`config.mk`:
```
export PLATFORM = sky130hd
export DESIGN_NAME = chunked_subtractor
export DESIGN_NICKNAME = d
export VERILOG_FILES = /design/src/rtl/sub_pkg.sv /design/src/rtl/sub_chunk.sv /design/src/rtl/chunked_subtractor.sv
export SDC_FILE = /design/constraint.sdc
export NUM_CORES = 1
export LEC_CHECK = 0
export CORE_UTILIZATION = 45
export CTS_CLUSTER_DIAMETER = 100
export CTS_CLUSTER_SIZE = 24
export DETAILED_ROUTE_END_ITERATION = 8
export PLACE_DENSITY_LB_ADDON = 0.08
export SLEW_MARGIN = 15
export SYNTH_ARGS = -nofsm -noshare
export SYNTH_HDL_FRONTEND = slang
export SYNTH_SLANG_ARGS = --single-unit
```
`constraint.sdc`:
```
create_clock -name i_clk -period 2.3 [get_ports i_clk]
set_input_delay 0.345 -clock i_clk [delete_from_list [all_inputs] [get_ports i_clk]]
set_output_delay 0.345 -clock i_clk [all_outputs]
set_load 0.02 [all_outputs]
```
`src/rtl/sub_pkg.sv`:
```
`default_nettype none
// ============================================================================
// Module  : sub_pkg
// Brief   : Shared types and sizing helpers for the chunked subtractor.
// Revision: 1.0 - initial release
// ============================================================================
package sub_pkg;

    typedef enum logic [1:0] {
        IDLE = 2'd0,
        RUN  = 2'd1,
        DONE = 2'd2
    } state_t;

    function automatic int calc_nchunk(input int width, input int chunk);
        return width / chunk;
    endfunction

    // A single-slice configuration still needs a 1-bit index register.
    function automatic int calc_idx_w(input int width, input int chunk);
        int n;
        n = width / chunk;
        return (n <= 1) ? 1 : $clog2(n);
    endfunction

endpackage
`default_nettype wire

```
`src/rtl/sub_chunk.sv`:
```
`default_nettype none
// ============================================================================
// Module  : sub_chunk
// Brief   : Combinational CHUNK-bit lookahead slice computing a + ~b + cin.
// Revision: 1.0 - initial release
// ============================================================================
module sub_chunk #(
    parameter int CHUNK = 4
) (
    input  logic [CHUNK-1:0] i_a,
    input  logic [CHUNK-1:0] i_b,
    input  logic             i_cin,
    output logic [CHUNK-1:0] o_diff,
    output logic             o_cout
);

    logic [CHUNK-1:0] w_b_n;
    logic [CHUNK-1:0] w_g;
    logic [CHUNK-1:0] w_p;
    logic [CHUNK:0]   w_c;

    assign w_b_n  = ~i_b;
    assign w_g    = i_a & w_b_n;
    assign w_p    = i_a ^ w_b_n;
    assign w_c[0] = i_cin;

    // Each carry comes from the group generate/propagate of bits [0..gi].
    for (genvar gi = 0; gi < CHUNK; gi++) begin : g_cla
        logic w_gg;
        logic w_pp;
        always_comb begin
            w_gg = w_g[0];
            w_pp = w_p[0];
            for (int k = 1; k <= gi; k++) begin
                w_gg = w_g[k] | (w_p[k] & w_gg);
                w_pp = w_pp & w_p[k];
            end
        end
        assign w_c[gi+1] = w_gg | (w_pp & i_cin);
    end

    assign o_diff = w_p ^ w_c[CHUNK-1:0];
    assign o_cout = w_c[CHUNK];

endmodule
`default_nettype wire

```
`src/rtl/chunked_subtractor.sv`:
```
`default_nettype none
// ============================================================================
// Module  : chunked_subtractor
// Brief   : Multi-cycle unsigned subtractor, one CHUNK-bit slice per cycle.
// Revision: 1.0 - initial release
// ============================================================================
module chunked_subtractor
    import sub_pkg::*;
#(
    parameter int WIDTH = 8,
    parameter int CHUNK = 4
) (
    input  logic             i_clk,
    input  logic             i_rst,
    input  logic             i_valid,
    output logic             o_ready,
    input  logic [WIDTH-1:0] i_min,
    input  logic [WIDTH-1:0] i_sub,
    output logic             o_valid,
    input  logic             i_ready,
    output logic [WIDTH:0]   o_result
);

    localparam int                NCHUNK     = calc_nchunk(WIDTH, CHUNK);
    localparam int                IDX_W      = calc_idx_w(WIDTH, CHUNK);
    localparam logic [IDX_W-1:0]  C_LAST_IDX = IDX_W'(NCHUNK - 1);
    localparam logic [WIDTH-1:0]  C_MASK     = WIDTH'({CHUNK{1'b1}});

    state_t           r_state;
    logic [WIDTH-1:0] r_min;
    logic [WIDTH-1:0] r_sub;
    logic [WIDTH-1:0] r_diff;
    logic             r_carry;
    logic [IDX_W-1:0] r_idx;
    logic [WIDTH:0]   r_result;
    logic             r_ready;
    logic             r_valid;

    logic [31:0]      w_base;
    logic [CHUNK-1:0] w_min_slice;
    logic [CHUNK-1:0] w_sub_slice;
    logic [CHUNK-1:0] w_slice_diff;
    logic             w_cout;
    logic [WIDTH-1:0] w_diff_next;

    assign w_base      = 32'(r_idx) * 32'(CHUNK);
    assign w_min_slice = CHUNK'(r_min >> w_base);
    assign w_sub_slice = CHUNK'(r_sub >> w_base);
    assign w_diff_next = (r_diff & ~(C_MASK << w_base)) | (WIDTH'(w_slice_diff) << w_base);

    sub_chunk #(
        .CHUNK (CHUNK)
    ) u_sub_chunk (
        .i_a    (w_min_slice),
        .i_b    (w_sub_slice),
        .i_cin  (r_carry),
        .o_diff (w_slice_diff),
        .o_cout (w_cout)
    );

    always_ff @(posedge i_clk) begin
        if (i_rst) begin
            r_state  <= IDLE;
            r_min    <= '0;
            r_sub    <= '0;
            r_diff   <= '0;
            r_carry  <= 1'b1;
            r_idx    <= '0;
            r_result <= '0;
            r_ready  <= 1'b1;
            r_valid  <= 1'b0;
        end else begin
            case (r_state)
                IDLE: begin
                    if (i_valid) begin
                        r_min   <= i_min;
                        r_sub   <= i_sub;
                        r_idx   <= '0;
                        r_carry <= 1'b1;
                        r_ready <= 1'b0;
                        r_state <= RUN;
                    end
                end
                RUN: begin
                    r_diff  <= w_diff_next;
                    r_carry <= w_cout;
                    r_idx   <= r_idx + IDX_W'(1);
                    if (r_idx == C_LAST_IDX) begin
                        // Final carry-out is the inverted borrow.
                        r_result <= {~w_cout, w_diff_next};
                        r_valid  <= 1'b1;
                        r_idx    <= '0;
                        r_state  <= DONE;
                    end
                end
                DONE: begin
                    if (i_ready) begin
                        r_valid <= 1'b0;
                        r_ready <= 1'b1;
                        r_state <= IDLE;
                    end
                end
                default: begin
                    r_valid <= 1'b0;
                    r_ready <= 1'b1;
                    r_state <= IDLE;
                end
            endcase
        end
    end

    assign o_ready  = r_ready;
    assign o_valid  = r_valid;
    assign o_result = r_result;

endmodule
`default_nettype wire

```
* Word-level counts from Yosys, hierarchy flattened
Index checks and enable logic that the tools add are counted.
Cells by class: add/subtract/negate cells 1, eq/ne operators 5, shift operators 4, mux-type cells 14, bitwise gates (word level) 27, reductions and logical operators 8
Operators by type and width (count):
- 8-bit by 3-bit >> shifter with 4-bit output | 2
- 1-bit AND | 10
- 3-bit AND reduction | 3
- 8-bit AND | 1
- 8-bit NOT | 1
- 8-bit bitwise OR | 1
- 4-bit by 3-bit << shifter with 8-bit output | 1
- 4-bit by 3-bit << shifter with 8-bit output (first input constant) | 1
- 4-bit XOR | 2
- 1-bit bitwise OR | 7
- 1-bit two-way mux | 6
- 2-bit two-way mux | 3
- 2-bit inequality test (second input constant) | 3
- 1-bit case mux with 3 select lines | 2
- 2-bit case mux with 3 select lines | 1
- 2-bit AND reduction | 3
- 4-bit AND | 1
- 4-bit NOT | 1
- 1-bit case mux with 2 select lines | 2
- 1-bit NOT | 3
- 2-bit by 1-bit == test with 1-bit output (second input constant) | 1
- 2-bit == test (second input constant) | 1
- 2-bit logical NOT | 1
- 2-bit nonzero test | 1
- 1-bit adder (second input constant) | 1
Storage, ports and cells: flip-flop bits (word level) 39, logic and storage cells 68

* Longest topological paths before layout
Gate-level depths: netlist (run 1).
depth after elaboration 11, depth in mapped cells 7, mapped depth without buffers 6

* Modules after synthesis
From an unflattened synthesis (run 1), not the netlist that was laid out.
Unflattened totals: cell total of the unflattened synthesis 178, area total of the unflattened synthesis 1571.5 µm²
By module, submodules not included:
- chunked_subtractor | instances 1, cells each 161, area an instance 1423.9 µm², seq. area each 700.7 µm²
- sub_chunk | instances 1, cells each 17, area an instance 147.6 µm², seq. area each 0.0 µm²

* Least setup slack after synthesis (run 1)
OpenSTA, ideal clock, no wires.
path kind register to register, from reg r_idx, to reg r_diff[3], arrival 1.974 ns, data required time 2.172 ns, path slack 0.198 ns, stages on the path, launching flop included 8, period minus slack after synthesis 2.102 ns, cells stage by stage dfxtp_1 -> buf_2 -> mux2_2 -> ha_1 -> a21o_1 -> a311o_1 -> nand4_1 -> a21oi_1
On the way: cells in the longest elaborated chain, start to end 11
RTL lines:
- from (decl) | line chunked_subtractor.sv:34 | logic [IDX_W-1:0] r_idx;
- from (signal assigned) | line chunked_subtractor.sv:87 | r_idx <= r_idx + IDX_W'(1);
- 8-bit by 3-bit >> shifter with 4-bit output | line chunked_subtractor.sv:48 | assign w_sub_slice = CHUNK'(r_sub >> w_base);
- 4-bit NOT | line sub_chunk.sv:22 | assign w_b_n = ~i_b;
- 4-bit XOR or 4-bit AND (tied branches) | line sub_chunk.sv:24, sub_chunk.sv:23
- 1-bit AND | line sub_chunk.sv:35 | w_gg = w_g[k] | (w_p[k] & w_gg);
- 1-bit bitwise OR | line sub_chunk.sv:35
- 1-bit AND | line sub_chunk.sv:35
- 1-bit bitwise OR | line sub_chunk.sv:35
- 1-bit bitwise OR | line sub_chunk.sv:39 | assign w_c[gi+1] = w_gg | (w_pp & i_cin);
- 4-bit XOR | line sub_chunk.sv:42 | assign o_diff = w_p ^ w_c[CHUNK-1:0];
- 4-bit by 3-bit << shifter with 8-bit output | line chunked_subtractor.sv:49 | assign w_diff_next = (r_diff & ~(C_MASK << w_base)) | (WIDTH'(w_slice_diff) << w_base);
- 8-bit bitwise OR (*) | line chunked_subtractor.sv:49
- to (signal assigned) | line chunked_subtractor.sv:85 | r_diff <= w_diff_next;
- to (decl) | line chunked_subtractor.sv:32 | logic [WIDTH-1:0] r_diff;
Every way passes the cells marked *; elsewhere a longest branch is shown, timed or not. A chain may end at the register's enable or synchronous reset.

* Final worst setup path (run 1)
Ends and elaborated chain as after synthesis.

==> results of run 1 <==
[power breakdown]
group	switching, mW	total [mW]	leakage [nW]	internal, mW
sequential	0.0259	0.669	0.286	0.644
clock	0.201	0.315	0.0347	0.114
combinational	0.132	0.257	0.391	0.125
[cell usage in the layout, fill, tap and decap left out, types with 2 or more instances in the layout]
cell type,synthesis,final
nand4_1,4,4
mux2i_1,4,4
a21oi_1,30,30
clkbuf_4,0,5
nor2_1,7,7
clkdlybuf4s50_1,0,30
nand2_1,52,52
clkinv_2,0,3
a211oi_1,2,2
a21oi_2,2,2
a211o_1,2,2
a21o_1,2,2
mux2_2,4,4
ha_1,4,4
buf_4,0,4
dfxtp_1,35,35
[kinds of logic after synthesis]
family	after synthesis	synth area share
mux	8	0.0541
xor+xnor	1	0.00557
flops	35	0.446
compound gates	44	0.166
fa+ha+maj	5	0.0446
simple gates	76	0.230
buf+inv	11	0.0533
[cells in the mapped netlist (2+ instances only)]
cell type | instances | area share
mux2_2 | 4 | 0.029
nor2_1 | 7 | 0.017
ha_1 | 4 | 0.032
a21oi_2 | 2 | 0.011
nand4_1 | 4 | 0.016
a211o_1 | 2 | 0.011
mux2i_1 | 4 | 0.025
buf_2 | 3 | 0.0096
clkbuf_1 | 4 | 0.0096
a211oi_1 | 2 | 0.0096
buf_6 | 3 | 0.021
nand2_1 | 52 | 0.12
a21oi_1 | 30 | 0.096
a21o_1 | 2 | 0.0096
dfxtp_1 | 35 | 0.45
[metrics by stage]
stage | area, um^2 | setup slack [ns] | hold slack [ns]
after detailed placement | 1880 | 0.229 | 0.444
after CTS | 1930 | 0.211 | 0.459
final | 1930 | 0.216 | 0.459
after floorplan | 1570 | 0.198 | 0.432
after global routing | 1930 | 0.105 | 0.479
after global placement | 1880 | 0.319 | 0.440
[critical path, delay by kind of cell, from the launching register on]
| family | cells | cell delay (ns) |
|---|---|---|
| compound gates | 3 | 0.63 |
| flops | 1 | 0.45 |
| mux | 1 | 0.34 |
| fa+ha+maj | 1 | 0.24 |
| buf+inv | 1 | 0.20 |
| simple gates | 1 | 0.10 |
[layout make-up]
cell class,count,area share
tap,46,0.0299
sequential,35,0.363
timing repair buffer,34,0.171
multi-input combinational,134,0.408
clock buffer,5,0.0195
clock inverter,3,0.00779
[how the worst max path moves through the flow]
stage                     start   endpoint  slack, ns  cells past startpoint
after detailed placement  r_idx  r_diff[3]       0.23                      7
after CTS                 r_idx  r_diff[3]       0.21                      7
after floorplan           r_idx  r_diff[3]       0.20                      7
final                     r_idx  r_diff[3]       0.22                      7
after global routing      r_idx  r_diff[3]       0.10                      7
after global placement    r_idx  r_diff[3]       0.32                      7
[state kept, by name, summed over array words and instances, names as in the netlist]
register  flops
r_sub         8
r_diff        4
o_valid       1
r_carry       1
r_min         8
r_idx         1
r_state       2
o_ready       1
o_result      9
[metal layers]
metal / vias to the layer above / track usage
met5: - / 0
met3: 5 / 0.0567
met4: 0 / 0.0779
met1: 583 / 0.206
met2: 26 / 0.334
li1: 672 / -
==> qor.yml, run 1 <==
layout:
  drive_gt1_frac: 0.114
  nets: 235
  fillerInstances: 314
  fin_util: 0.578
  diodes: 0
  finalNonFillerCells: 257
  regArea_um2: 701
  multi_input_area_um2: 787
  area_growth_pct: 22.7
yosys:
  syn_area_mm2: 0.00157
  postSynthCellCount: 180
  ys_ff_latch: 35
  dominantRegCellSynth: "dfxtp_1"
  synth_edf_count: 0
  synth_nets: 205
  ys_async_sr_fraction: 0
  syn_area_per_cell_um2: 8.73
  ys_warn_count: 0
  seq_area_frac_synth: 0.446
  synth_cell_types: 37
critical_path:
  crit_fanout: 5
  endpoint_kind: "register"
  worstReg2RegEnd: "r_diff[3]"
  arrival_ns: 2.30
  slowest_delay_ns: 0.45
  cp-start-kind: "register"
  crit_path_top_delay_cell: "dfxtp_1"
  worst-r2r-setup-slack_ns: 0.22
  cp_cell_sequence: "buf_4 -> mux2_2 -> ha_1 -> a21o_1 -> a311o_1 -> nand4_1 -> a21oi_1"
  path_class: "register to register"
  critPathRequiredTime_ns: 2.52
  regToRegStartpoint: "r_idx"
  worstRegToRegCells: 7
timing:
  layout_min_cycle_time_ns: 2.08
  fin_skew_ns: 0.00547
  setup_tns_ns: 0
  timing.slew.headroom: 0.662
  finalHoldViolCount: 0
  clock.fmax_mhz: 480
  fin_crit_sh: 0.906
  slew_violations: 0
  worst_slew_pin_slew_ns: 0.507
  rsz0062_at_grt: "no"
  final-setup-viol-count: 0
global_route:
  overflow: 0
  gr-usage-all-layers: 0.187
  grt_pass1_vias: 1170
  grt_max_degree: 17
  grt_pass1_wl_um: 5020
  antenna_found_initial: 0
worst_hold_path:
  whs_path_depth: 2
  min_from: "r_sub[2]"
  min_to: "r_sub[2]"
  min_path_type: "register to register"
detailed_routing:
  first_pass_iters: 4
  routed-wl-met2_um: 1540
  highest_layer: "met4"
  drt_iter0_drc: 60
  wl_per_cell_um: 11.6
  dr_wl_met3_um: 127
  drt-total-wl_um: 2990
  ant_nets: 0
  num_vias: 1286
  drc: 0
  viasPerCell: 5.00
  wl_met1_um: 1250
cts:
  postCtsSetupRepairBufs: 0
  root_buffer: "clkbuf_4"
  holdBufCountCts: 0
  clockBufferDepth: 2
  clock_latency_ns: 0.34
  htree_levels: 2
  cts.sinks: 35
  cts-resized-gates: 0
  cts_tree: "yes"
  numCtsBuffers: 5
  clkTransAtPathRegs_ns: 0.10
placement:
  dp.cells: 249
  portBuffers: 30
  gp_congestion: 0.808
  hpwl_um: 2300
pwr:
  peakVddDrop_uv: 537
  p_leak_nw: 0.712
  power_mw: 1.24
  power_density_mw_per_mm2: 644
floorplan:
  fp-row-count: 21
  io_pins: 31
  core_area_mm2: 0.00334
  dieWidth_um: 61.1
  die_h_um: 61.1
  initial_core_util: 0.471
  die-area_mm2: 0.00373
run_status:
  status: "finished, final reports clean"
run:
  cap_violations: 0
No activity file was read; power rests on OpenSTA's default activity.
==> inputs of run 2 (changes only) <==
--- a/config.mk
+++ b/config.mk
@@ -14,3 +14,4 @@
 export SYNTH_ARGS = -nofsm -noshare
 export SYNTH_HDL_FRONTEND = slang
 export SYNTH_SLANG_ARGS = --single-unit
+export TNS_END_PERCENT = 20
==> results of run 2 <==
Same layout as run 1: the final DEF is identical, and so are final timing and power.
